[src/rtl/mmio_audio_out.sv]
// Memory-mapped buzzer/LED peripheral: tone and duration registers drive
// a square-wave note generator; LED register drives the board LEDs.
module mmio_audio_out #(
  parameter int TICKS_PER_MS = 50000
) (
  input  logic        clk,
  input  logic        reset,
  input  logic [31:0] address,
  input  logic        writeEn,
  input  logic [31:0] writeData,
  input  logic        readEn,
  output logic [31:0] readData,
  output logic [7:0]  leds,
  output logic        audioOut,
  output logic        busy
);

  localparam int TW = (TICKS_PER_MS > 1) ? $clog2(TICKS_PER_MS) : 1;
  localparam logic [TW-1:0] TICK_MAX = TW'(TICKS_PER_MS - 1);

  localparam logic [31:0] A_TONE = 32'hFFFF_0010;
  localparam logic [31:0] A_DUR  = 32'hFFFF_0014;
  localparam logic [31:0] A_LED  = 32'hFFFF_0018;
  localparam logic [31:0] A_STAT = 32'hFFFF_001C;

  typedef enum logic {IDLE, PLAY} state_t;

  state_t        state, state_nx;
  logic [19:0]   tone, tone_nx;
  logic [15:0]   ms_cnt, ms_nx;
  logic [TW-1:0] tick, tick_nx;
  logic [19:0]   half, half_nx;
  logic          audio_nx;
  logic [31:0]   rd_mux;

  logic        wr_tone, wr_dur, wr_led;
  logic [15:0] dur_val;
  logic [19:0] tone_val;

  assign wr_tone  = writeEn && (address == A_TONE);
  assign wr_dur   = writeEn && (address == A_DUR);
  assign wr_led   = writeEn && (address == A_LED);
  assign dur_val  = writeData[15:0];
  assign tone_val = writeData[19:0];
  assign busy     = (state == PLAY);

  always_comb begin
    state_nx = state;
    tone_nx  = wr_tone ? tone_val : tone;
    ms_nx    = ms_cnt;
    tick_nx  = tick;
    half_nx  = half;
    audio_nx = audioOut;
    unique case (state)
      IDLE: begin
        if (wr_dur && dur_val != 16'd0 && tone != 20'd0) begin
          state_nx = PLAY;
          ms_nx    = dur_val;
          tick_nx  = TICK_MAX;
          half_nx  = tone - 20'd1;
          audio_nx = 1'b0;
        end
      end
      PLAY: begin
        if (wr_dur && dur_val != 16'd0) begin
          ms_nx    = dur_val;
          tick_nx  = TICK_MAX;
          half_nx  = tone - 20'd1;
          audio_nx = 1'b0;
        end else if (wr_dur || (wr_tone && tone_val == 20'd0)) begin
          state_nx = IDLE;
          ms_nx    = '0;
          tick_nx  = '0;
          half_nx  = '0;
          audio_nx = 1'b0;
        end else begin
          if (half == 20'd0) begin
            audio_nx = ~audioOut;
            half_nx  = tone - 20'd1;
          end else begin
            half_nx = half - 20'd1;
          end
          // the last millisecond ending overrides any toggle on that edge
          if (tick == '0) begin
            if (ms_cnt <= 16'd1) begin
              state_nx = IDLE;
              ms_nx    = '0;
              tick_nx  = '0;
              half_nx  = '0;
              audio_nx = 1'b0;
            end else begin
              ms_nx   = ms_cnt - 16'd1;
              tick_nx = TICK_MAX;
            end
          end else begin
            tick_nx = tick - 1'b1;
          end
        end
      end
      default: state_nx = IDLE;
    endcase
  end

  always_comb begin
    rd_mux = '0;
    unique case (1'b1)
      (address == A_TONE): rd_mux = {12'b0, tone};
      (address == A_DUR):  rd_mux = {16'b0, ms_cnt};
      (address == A_LED):  rd_mux = {24'b0, leds};
      (address == A_STAT): rd_mux = {31'b0, busy};
      default:             rd_mux = '0;
    endcase
  end

  always_ff @(posedge clk or negedge reset) begin
    if (!reset) begin
      state    <= IDLE;
      tone     <= '0;
      ms_cnt   <= '0;
      tick     <= '0;
      half     <= '0;
      audioOut <= 1'b0;
      leds     <= '0;
      readData <= '0;
    end else begin
      state    <= state_nx;
      tone     <= tone_nx;
      ms_cnt   <= ms_nx;
      tick     <= tick_nx;
      half     <= half_nx;
      audioOut <= audio_nx;
      if (wr_led) leds <= writeData[7:0];
      if (readEn) readData <= rd_mux;
    end
  end

endmodule

[config.mk]
export PLATFORM = sky130hd
export DESIGN_NAME = mmio_audio_out
export DESIGN_NICKNAME = d
export VERILOG_FILES = /design/src/rtl/mmio_audio_out.sv
export SDC_FILE = /design/constraint.sdc
export NUM_CORES = 1
export LEC_CHECK = 0
export ABC_AREA = 0
export CORE_UTILIZATION = 46
export CTS_CLUSTER_DIAMETER = 200
export DETAILED_ROUTE_END_ITERATION = 16
export PLACE_DENSITY = 0.71
export SLEW_MARGIN = 40
export SYNTH_ARGS = -nofsm -noshare
export SYNTH_HDL_FRONTEND = slang
export SYNTH_SLANG_ARGS = --single-unit
[constraint.sdc]
create_clock -name clk -period 2.85 [get_ports clk]
set_input_delay 0.4275 -clock clk [delete_from_list [all_inputs] [get_ports clk]]
set_output_delay 0.4275 -clock clk [all_outputs]
set_load 0.03 [all_outputs]
-- Word-level counts from Yosys, hierarchy flattened
Index checks and enable logic that the tools add are counted.
- add/subtract/negate cells: 4
- order comparisons: 1
- eq/ne operators: 6
- muxes and demuxes: 33
- bitwise operators: 2
- reductions and logical operators: 13
- operators by type and width (kind ; number):
    2-to-1 mux 16 bit ; 10
    == test 32 bit, second input constant ; 4
    2-to-1 mux 20 bit ; 6
    one-hot mux 20 bit (4 select lines) ; 1
    one-hot mux 16 bit (2 select lines) ; 2
    zero test 20 bit ; 2
    one-hot mux 20 bit (2 select lines) ; 1
    subtractor 20 x 1 -> 20 bit, second input constant ; 2
    subtractor 16 x 1 -> 16 bit, second input constant ; 2
    nonzero test 20 bit ; 1
    less-or-equal comparator 16 x 1 -> 1 bit, second input constant ; 1
    zero test 16 bit ; 1
    nonzero test 16 bit ; 1
    2-to-1 mux 1 bit ; 11
    logical AND 1 bit ; 6
    inequality test 4 x 1 -> 1 bit, second input constant ; 1
    one-hot mux 1 bit (2 select lines) ; 2
    inequality test 2 bit, second input constant ; 1
    inverter 1 bit ; 2
    AND reduction 2 bit ; 1
    logical OR 1 bit ; 1
- register bits: 114
- input bits: 68
- output and inout bits: 42
- logic and storage cells: 67

-- Logic depth before layout (Yosys ltp)
Gate-level depths: netlist (run 1).
- word-level depth: 7
- mapped depth: 10
- depth with buffers taken out: 9

-- Worst setup path before layout (run 1)
OpenSTA, ideal clock, no wires.
- kind: reg2reg
- start: reg ms_cnt[10]
- end: reg half[10]
- setup time: 0.129 ns
- data arrival time: 2.443 ns
- data required time: 2.721 ns
- slack: 0.278 ns
- cell stages (with the launch flop): 9
- path buffers: 1
- clock period less this slack: 2.572 ns
- path through: dfrtp_1 or4_1 or3_1 or4_1 o22ai_2 buf_6 nor2_4 a221oi_2 o21ai_1
- longest elaborated chain between the ends: 6
- ends and longest elaborated chain (item ; RTL line ; source):
    start, declared ; 30 ; logic [15:0] ms_cnt, ms_nx;
    start signal, assigned ; 128 ; ms_cnt <= ms_nx;
    less-or-equal comparator 16 x 1 -> 1 bit ; 85 ; if (ms_cnt <= 16'd1) begin
    2-to-1 mux 20 bit ; 85 ;
    2-to-1 mux 20 bit ; 84 ; if (tick == '0) begin
    2-to-1 mux 20 bit ; 70 ; end else if (wr_dur || (wr_tone && tone_val == 20'd0)) begin
    2-to-1 mux 20 bit ; 65 ; if (wr_dur && dur_val != 16'd0) begin
    one-hot mux 20 bit (2 select lines) ; 54 ; unique case (state)
    end signal, assigned ; 130 ; half <= half_nx;
    end, declared ; 32 ; logic [19:0] half, half_nx;
No other way between the ends.
A chain may end at the register's enable or synchronous reset.

-- Worst setup path after layout (run 1)
- start: reg ms_cnt[13]
- end: reg half[10]
The elaborated chain is that of the path after synthesis.

==> results of run 1 <==
==> synthesized netlist by cell type (6+ instances only) <==
| cell type | count |
|---|---|
| buf_2 | 7 |
| dfrtp_1 | 102 |
| clkbuf_1 | 19 |
| xor2_1 | 12 |
| mux2i_1 | 17 |
| inv_1 | 33 |
| nor4_1 | 16 |
| o21ai_0 | 67 |
| a32oi_1 | 7 |
| a22oi_1 | 9 |
| a31oi_1 | 6 |
| o31ai_1 | 9 |
| o22ai_1 | 16 |
| xnor2_1 | 10 |
| nand2_1 | 50 |
| and3_1 | 9 |
| or3_1 | 18 |
| nor3_1 | 37 |
| o21ai_1 | 8 |
| ha_1 | 8 |
| a21oi_1 | 36 |
| or4_1 | 11 |
| mux2_2 | 26 |
| buf_4 | 13 |
| nand4_1 | 7 |
| nor2_1 | 47 |
| nand3_1 | 9 |
==> power by group through the flow <==
stage	Sequential, mW	Clock [mW]	Combinational, mW
6_report	1.45	1.26	0.208
5_1_grt	1.45	1.34	0.224
4_1_cts	1.45	1.28	0.209
3_5_place_dp	1.47	0	0.207
2_1_floorplan	1.48	0	0.0684
3_3_place_gp	1.47	0	0.204
==> flip-flops by register name, summed over array words and instances (netlist names) <==
register,cells
half,20
readData,20
tone,20
ms_cnt,16
tick,16
leds,8
audioOut,1
busy,1
==> worst min-delay path by stage <==
stage                     startpoint                    to
after floorplan                reset  audioOut$_DFFE_PN0P_
after global placement         reset  tick[12]$_DFFE_PN0P_
after detailed placement       reset  tick[12]$_DFFE_PN0P_
after CTS                      reset  tick[12]$_DFFE_PN0P_
after global routing           reset  tick[12]$_DFFE_PN0P_
final                          reset  tick[12]$_DFFE_PN0P_
==> timing repair <==
item,CTS,global route
hold endpoints to repair,5,0
endpoints found under the setup margin,0,43
resized for setup,0,8
buffers inserted,0,1
hold buffers,1,0
==> logic make-up after synthesis <==
| group | after synthesis | share of synthesized area, % |
|---|---|---|
| buf+inv | 75 | 5.83 |
| xor+xnor | 22 | 3.17 |
| mux | 44 | 7.99 |
| simple gates | 240 | 20.8 |
| compound gates | 185 | 18.5 |
| fa+ha+maj | 8 | 1.65 |
| flops | 102 | 42.0 |
| other cells | 1 | 0.0617 |
==> area by class of cell <==
cell class,count,area (µm²)
multi-input combinational,511,3260
clock inverter,5,57.6
fill,1095,4900
inverter,33,124
timing repair buffer,150,1420
clock buffer,10,239
tap,172,215
sequential,102,2550
==> through the flow <==
stage / cell area [µm²] / worst slack (ns) / hold slack [ns]
CTS: 7780 / 0.0496 / 0.404
finish: 7870 / 0.0839 / 0.412
floorplan: 6120 / 0.278 / 0.132
detailed placement: 7470 / -0.227 / 0.240
global route: 7870 / -0.0192 / 0.437
global placement: 7470 / -0.217 / 0.238
==> layer usage <==
layer,global-route usage (%),share of wire [%],vias to the layer above
li1,-,-,2733
met1,33.5,40,2754
met2,44.7,51,213
met3,4.12,6.5,35
met4,10.5,2.4,0
met5,0,0,-
==> flow_metrics.env, run 1 <==
export IMPL_status="finished clean"
export IMPL_diodes=0
export IMPL_areaGrowthSynthToFinish_pct=29.5
export IMPL_required_ns=3.09
export IMPL_period_minus_slack_ns=2.77
export IMPL_ant_nets=0
export IMPL_total_power_mw=2.92
export IMPL_synth_area_leaders="dfrtp_1, o21ai_0, mux2_2, nand2_1, nor3_1"
export IMPL_worstReg2RegStart="ms_cnt[13]$_DFFE_PN0P_"
export IMPL_gp_congestion=0.884
export IMPL_cts_sinks=102
export IMPL_htreeDepth=3
export IMPL_yosysWarnings=0
export IMPL_grt_max_degree=52
export IMPL_sequentialPowerShare_pct=49.6
export IMPL_synth_ff_type="dfrtp_1"
export IMPL_die_area_um2=13700
export IMPL_grt_pass1_wl_mm=27.4
export IMPL_p_sw_share_pct=22.7
export IMPL_ys_async_sr_fraction_pct=100
export IMPL_cp_top_family="simple AND/OR/NAND/NOR gates"
export IMPL_hp_class="in -> async"
export IMPL_coreArea_um2=12800
export IMPL_ir_drop_v=0.000416
export IMPL_drc=0
export IMPL_cts_clk_slew_worst_paths_ns=0.07
export IMPL_max_slew_margin_pct=50.6
export IMPL_fin_nets=883
export IMPL_slowest_stage="or4_4"
export IMPL_synth_top_area_share_pct=42.0
export IMPL_port_buffers=85
export IMPL_cts_tree="done"
export IMPL_power_density_nw_per_um2=370
export IMPL_place_hpwl_mm=12.7
export IMPL_fmax_mhz=362
export IMPL_crit_end="half[10]$_DFFE_PN0P_"
export IMPL_crit_type="reg -> reg"
export IMPL_hold_viol=0
export IMPL_cap_violations=0
export IMPL_drive_gt1_share_pct=15.7
export IMPL_layout_common_cells="dfrtp_1, clkdlybuf4s50_1, o21ai_0"
export IMPL_setup_tns_final_ns=0
export IMPL_synth_top_area_cell="dfrtp_1"
export IMPL_r2r_setup_slack_ns=0.08
export IMPL_drv_slew=0
export IMPL_firstDrtPassIters=5
export IMPL_antenna_found_initial=0
export IMPL_skew_ns=0.00373
export IMPL_synth_cells=677
export IMPL_post_place_cells=964
export IMPL_leakage_nw=3.19
export IMPL_worst_slew_pin_slew_ns=0.739
export IMPL_synth_seq_cells=102
export IMPL_p_sw_mw=0.663
export IMPL_period_share_pct=97.1
export IMPL_fp_dieW_um=117
export IMPL_cp_end_kind="register"
export IMPL_cp_arrival_ns=3.00
export IMPL_startpoint_type="register"
export IMPL_synth_cell_area_um2=6080
export IMPL_dr_total_vias=5735
export IMPL_clockBufferDepth=2
export IMPL_initial_core_util_pct=47.6
export IMPL_cts_buffers=9
export IMPL_die_h_um=117
export IMPL_seq_area_frac_synth_pct=42.0
export IMPL_critPathMaxFanout=7
export IMPL_crit_buf_inv=1
export IMPL_reg2reg_to="half[10]$_DFFE_PN0P_"
export IMPL_stdcell_count=983
export IMPL_rows=41
export IMPL_vias_per_cell=5.83
export IMPL_insertion_delay_ns=0.36
export IMPL_root_buffer="clkbuf_16"
export IMPL_pin_count=110
export IMPL_power_share_clock_pct=43.2
export IMPL_grt_ovfl_total=0
export IMPL_intPower_mw=2.25
export IMPL_final_util_pct=61.6
export IMPL_reg2regPathDepth=8
export IMPL_cp_slowest_stage_delay_ns=0.55
export IMPL_avgSynthCellArea_um2=8.98
export IMPL_grt_pass1_vias=5478
export IMPL_wirelength_mm=17.2
export IMPL_path_depth=8
export IMPL_power_frac_comb_pct=7.1
export IMPL_wl_per_cell_um=17.5
export IMPL_cp_common_cell="or4_4"
export IMPL_crit_chain="or4_4 -> or3_4 -> or4_4 -> o22ai_4 -> buf_12 -> nor2_4 -> a221oi_2 -> o21ai_1"
export IMPL_drt_iter0_drc=382
export IMPL_ys_types=60
export IMPL_setup_violations_final=0
export IMPL_synth_edf_count=0
export IMPL_grt_util_all_layers_pct=26.3
export IMPL_rsz0062_at_grt="yes"
export IMPL_final_common_cell="dfrtp_1"
export IMPL_critPathLaunch="ms_cnt[13]$_DFFE_PN0P_"
No activity file was read; power rests on OpenSTA's default activity.
==> run 2, diff against run 1 <==
DONT_BUFFER_PORTS = 1   (was not set)
PLACE_DENSITY = not set   (was 0.71)
SETUP_SLACK_MARGIN = 0.05   (was not set)
==> flow_metrics.env, run 2 (synthesis results as in run 1) <==
export IMPL_period_minus_slack_ns=2.74
export IMPL_initial_core_util_pct=47.6
export IMPL_cp_arrival_ns=2.97
export IMPL_cts_tree="done"
export IMPL_wl_per_cell_um=18.7
export IMPL_drive_gt1_share_pct=14.0
export IMPL_dr_total_vias=5247
export IMPL_vias_per_cell=6.02
export IMPL_grt_pass1_vias=4937
export IMPL_power_share_clock_pct=46.0
export IMPL_pin_count=110
export IMPL_drc=0
export IMPL_setup_violations_final=0
export IMPL_fin_nets=770
export IMPL_period_share_pct=96.0
export IMPL_max_slew_margin_pct=52.8
export IMPL_ant_nets=0
export IMPL_grt_max_degree=103
export IMPL_cts_buffers=9
export IMPL_drv_slew=0
export IMPL_largestRegisters="half: 20 flops, readData: 20 flops, tone: 20 flops"
export IMPL_port_buffers=0
export IMPL_cts_clk_slew_worst_paths_ns=0.07
export IMPL_leakage_nw=2.73
export IMPL_place_hpwl_mm=11.7
export IMPL_worst_slew_pin_slew_ns=0.705
export IMPL_startpoint_type="register"
export IMPL_rsz0062_at_grt="yes"
export IMPL_crit_type="reg -> reg"
export IMPL_ir_drop_v=0.000385
export IMPL_root_buffer="clkbuf_16"
export IMPL_required_ns=3.09
export IMPL_power_frac_comb_pct=1.8
export IMPL_coreArea_um2=12800
export IMPL_fmax_mhz=366
export IMPL_setup_tns_final_ns=0
export IMPL_finalHoldWorstSlack_ns=-0.238
export IMPL_insertion_delay_ns=0.36
export IMPL_hold_viol=102
export IMPL_hp_class="in -> async"
export IMPL_die_area_um2=13700
export IMPL_violations="negative hold slack"
export IMPL_critPathMaxFanout=5
export IMPL_power_density_nw_per_um2=407
export IMPL_p_sw_share_pct=22.1
export IMPL_cap_violations=0
export IMPL_cp_end_kind="register"
export IMPL_rows=41
export IMPL_htreeDepth=3
export IMPL_areaGrowthSynthToFinish_pct=12.0
export IMPL_drt_iter0_drc=332
export IMPL_clockBufferDepth=2
export IMPL_cts_sinks=102
export IMPL_grt_util_all_layers_pct=24.9
export IMPL_antenna_found_initial=0
export IMPL_status="complete, but fails checks"
export IMPL_layout_common_cells="dfrtp_1, o21ai_0, nand2_1"
export IMPL_intPower_mw=2.16
export IMPL_fp_dieW_um=117
export IMPL_gp_congestion=0.851
export IMPL_diodes=0
export IMPL_firstDrtPassIters=5
export IMPL_wirelength_mm=16.3
export IMPL_die_h_um=117
export IMPL_grt_ovfl_total=0
export IMPL_grt_pass1_wl_mm=25.7
export IMPL_sequentialPowerShare_pct=52.3
export IMPL_skew_ns=0.0112
export IMPL_final_common_cell="dfrtp_1"
export IMPL_p_sw_mw=0.613
## run 2: what timing repair did
action,CTS,global route
buffers inserted,0,2
hold endpoints to repair,102,102
resized for setup,0,13
endpoints found under the setup margin,0,39
## run 2: worst max-delay path, cell delays in order (launching register included)
cell and delay, ns:
dfrtp_1 0.38, or4_4 0.54, or3_4 0.35, or4_4 0.51
o22ai_4 0.23, buf_6 0.16, clkbuf_16 0.13, o31ai_2 0.06
a22oi_1 0.16, o21ai_1 0.09
## run 2: metrics by stage
| stage | power [mW] | cell area, µm² | setup slack (ns) | std cells | util (%) |
|---|---|---|---|---|---|
| global placement | 1.52 | 6380 | 0.149 | 849 | 50.0 |
| global route | 2.85 | 6810 | 0.00737 | 871 | 53.3 |
| finish | 2.77 | 6810 | 0.115 | 871 | 53.3 |
| CTS | 2.79 | 6680 | 0.0924 | 865 | 52.3 |
| floorplan | 1.54 | 6120 | 0.278 | 688 | - |
| detailed placement | 1.52 | 6380 | 0.111 | 849 | 50.0 |
## run 2: layout make-up
cell class              instances  area [µm²]
clock buffers                  10         229
clock inverters                 6        68.8
fillers                      1162        5970
inverters                      33         124
multi-input cells             511        3260
flip-flops and latches        102        2550
well taps                     172         215
repair buffers                 37         355
## run 2: power groups by stage
stage	Clock (mW)	Sequential [mW]	Combinational (mW)
floorplan	0	1.48	0.0684
global placement	0	1.47	0.0489
detailed placement	0	1.47	0.0493
CTS	1.30	1.45	0.0494
global route	1.35	1.45	0.0540
finish	1.27	1.45	0.0497
## run 2: path summary, 6_finish.rpt
| check | slack (ns) | depth (start not counted) | startpoint | to |
|---|---|---|---|---|
| hold / removal | -0.24 | 0 | reset | ms_cnt[13]$_DFFE_PN0P_ |
| setup / recovery | 0.11 | 9 | ms_cnt[13]$_DFFE_PN0P_ | half[13]$_DFFE_PN0P_ |
| max in group asynchronous | 2.96 | 0 | reset | ms_cnt[6]$_DFFE_PN0P_ |
| min in group clk | 0.16 | 1 | readEn | readData[1]$_DFFE_PN0P_ |
| setup reg to reg | 0.11 | 9 | ms_cnt[13]$_DFFE_PN0P_ | half[13]$_DFFE_PN0P_ |
| hold reg to reg | 0.52 | 1 | tick[8]$_DFFE_PN0P_ | tick[8]$_DFFE_PN0P_ |
## run 2: metal layers
layer  GRT usage, %  share of wire (%)
met5              0                  0
met3           5.77                5.8
met2           40.4                 49
met4           10.2                2.2
met1           32.3                 43
==> run 3, diff against run 2 <==
CORE_MARGIN = 1.5   (was not set)
CORE_UTILIZATION = 51   (was 46)
PLACE_DENSITY = 0.66   (was not set)
==> flow_metrics.env, run 3 (synthesis results as in run 1) <==
export IMPL_period_share_pct=95.4
export IMPL_finalHoldWorstSlack_ns=-0.238
export IMPL_drv_slew=0
export IMPL_firstDrtPassIters=10
export IMPL_fin_nets=767
export IMPL_port_buffers=0
export IMPL_die_h_um=112
export IMPL_grt_ovfl_total=0
export IMPL_diodes=0
export IMPL_largestRegisters="half: 20 flops, readData: 20 flops, tone: 20 flops"
export IMPL_ant_nets=0
export IMPL_final_common_cell="dfrtp_1"
export IMPL_setup_violations_final=0
export IMPL_total_power_mw=2.78
export IMPL_final_util_pct=58.8
export IMPL_cp_top_family="simple AND/OR/NAND/NOR gates"
export IMPL_root_buffer="clkbuf_16"
export IMPL_worst_slew_pin_slew_ns=0.739
export IMPL_leakage_nw=2.71
export IMPL_r2r_setup_slack_ns=0.13
export IMPL_crit_buf_inv=2
export IMPL_cp_arrival_ns=2.95
export IMPL_reg2reg_to="half[4]$_DFFE_PN0P_"
export IMPL_insertion_delay_ns=0.36
export IMPL_grt_pass1_vias=5156
export IMPL_max_slew_margin_pct=50.5
export IMPL_status="complete, but fails checks"
export IMPL_grt_max_degree=103
export IMPL_rows=39
export IMPL_clockBufferDepth=2
export IMPL_cts_clk_slew_worst_paths_ns=0.07
export IMPL_drt_iter0_drc=347
export IMPL_hold_viol=102
export IMPL_die_area_um2=12600
export IMPL_cp_slowest_stage_delay_ns=0.54
export IMPL_reg2regPathDepth=9
export IMPL_areaGrowthSynthToFinish_pct=11.3
export IMPL_drive_gt1_share_pct=13.5
export IMPL_htreeDepth=3
export IMPL_dr_total_vias=5322
export IMPL_vias_per_cell=6.34
export IMPL_grt_util_all_layers_pct=26.2
export IMPL_crit_chain="or4_4 -> or3_4 -> or4_4 -> o22ai_4 -> buf_6 -> clkbuf_16 -> o31ai_1 -> a21oi_1 -> o21ai_0"
export IMPL_grt_pass1_wl_mm=26.2
export IMPL_ir_drop_v=0.000386
export IMPL_initial_core_util_pct=52.8
export IMPL_drc=4
export IMPL_violations="design-rule violations, negative hold slack"
export IMPL_critPathMaxFanout=10
export IMPL_cap_violations=0
export IMPL_skew_ns=0.00812
export IMPL_worstReg2RegStart="ms_cnt[13]$_DFFE_PN0P_"
export IMPL_cts_sinks=102
export IMPL_wl_per_cell_um=19.1
export IMPL_hp_class="in -> async"
export IMPL_slowest_stage="or4_4"
export IMPL_cp_common_cell="or4_4"
export IMPL_fp_dieW_um=112
export IMPL_cts_buffers=9
export IMPL_crit_type="reg -> reg"
export IMPL_rsz0062_at_grt="yes"
export IMPL_required_ns=3.08
export IMPL_layout_common_cells="dfrtp_1, o21ai_0, nand2_1"
export IMPL_fmax_mhz=368
export IMPL_pin_count=110
export IMPL_wirelength_mm=16.0
export IMPL_startpoint_type="register"
export IMPL_setup_tns_final_ns=0
export IMPL_antenna_found_initial=0
export IMPL_place_hpwl_mm=11.5
export IMPL_cp_end_kind="register"
export IMPL_cts_tree="done"
export IMPL_coreArea_um2=11500
export IMPL_period_minus_slack_ns=2.72
export IMPL_gp_congestion=0.873
export IMPL_power_density_nw_per_um2=411
## run 3: power breakdown
group / total [mW] / internal (mW) / switching, mW
clock network: 1.29 / 0.717 / 0.571
registers: 1.45 / 1.45 / 0.000000155
logic: 0.0494 / 0.0174 / 0.0320
total: 2.78 / 2.18 / 0.603
## run 3: worst max path at each step
stage / from / end / slack [ns] / cells after the start
after floorplan: ms_cnt[10]$_DFFE_PN0P_ / half[10]$_DFFE_PN0P_ / 0.28 / 8
after global placement: address[1] / half[17]$_DFFE_PN0P_ / 0.09 / 7
after detailed placement: address[1] / half[17]$_DFFE_PN0P_ / 0.04 / 7
after CTS: ms_cnt[13]$_DFFE_PN0P_ / tick[1]$_DFFE_PN0P_ / 0.07 / 8
after global routing: ms_cnt[13]$_DFFE_PN0P_ / half[11]$_DFFE_PN0P_ / 0.04 / 9
final: ms_cnt[13]$_DFFE_PN0P_ / half[4]$_DFFE_PN0P_ / 0.13 / 9
## run 3: metal layers
layer	global-route usage (%)	up-vias	routed length, µm
met2	42.5	186	7820
met5	0	-	0
li1	-	2517	-
met3	6.16	31	1020
met1	34.3	2588	6780
met4	9.96	0	365
## run 3: what timing repair did
action / in CTS / in global routing
buffers inserted: 0 / 2
setup endpoints to repair: 0 / 36
hold endpoints to repair: 102 / 102
resized for setup: 0 / 13
## run 3: layout make-up
class	count	area (µm²)
Clock buffer	11	243
Clock inverter	5	66.3
Fill cell	993	4750
Inverter	33	124
Multi-Input combinational cell	511	3260
Sequential cell	102	2550
Tap cell	143	179
Timing Repair Buffer	34	345
## run 3: stage by stage
stage | cells | setup WS, ns | hold WS (ns) | area, µm²
after floorplan | 688 | 0.278 | 0.132 | 6120
after global placement | 818 | 0.0936 | 0.135 | 6350
after detailed placement | 818 | 0.0413 | 0.135 | 6350
after CTS | 834 | 0.0691 | -0.251 | 6660
after global routing | 839 | 0.0422 | -0.254 | 6770
final | 839 | 0.132 | -0.238 | 6770
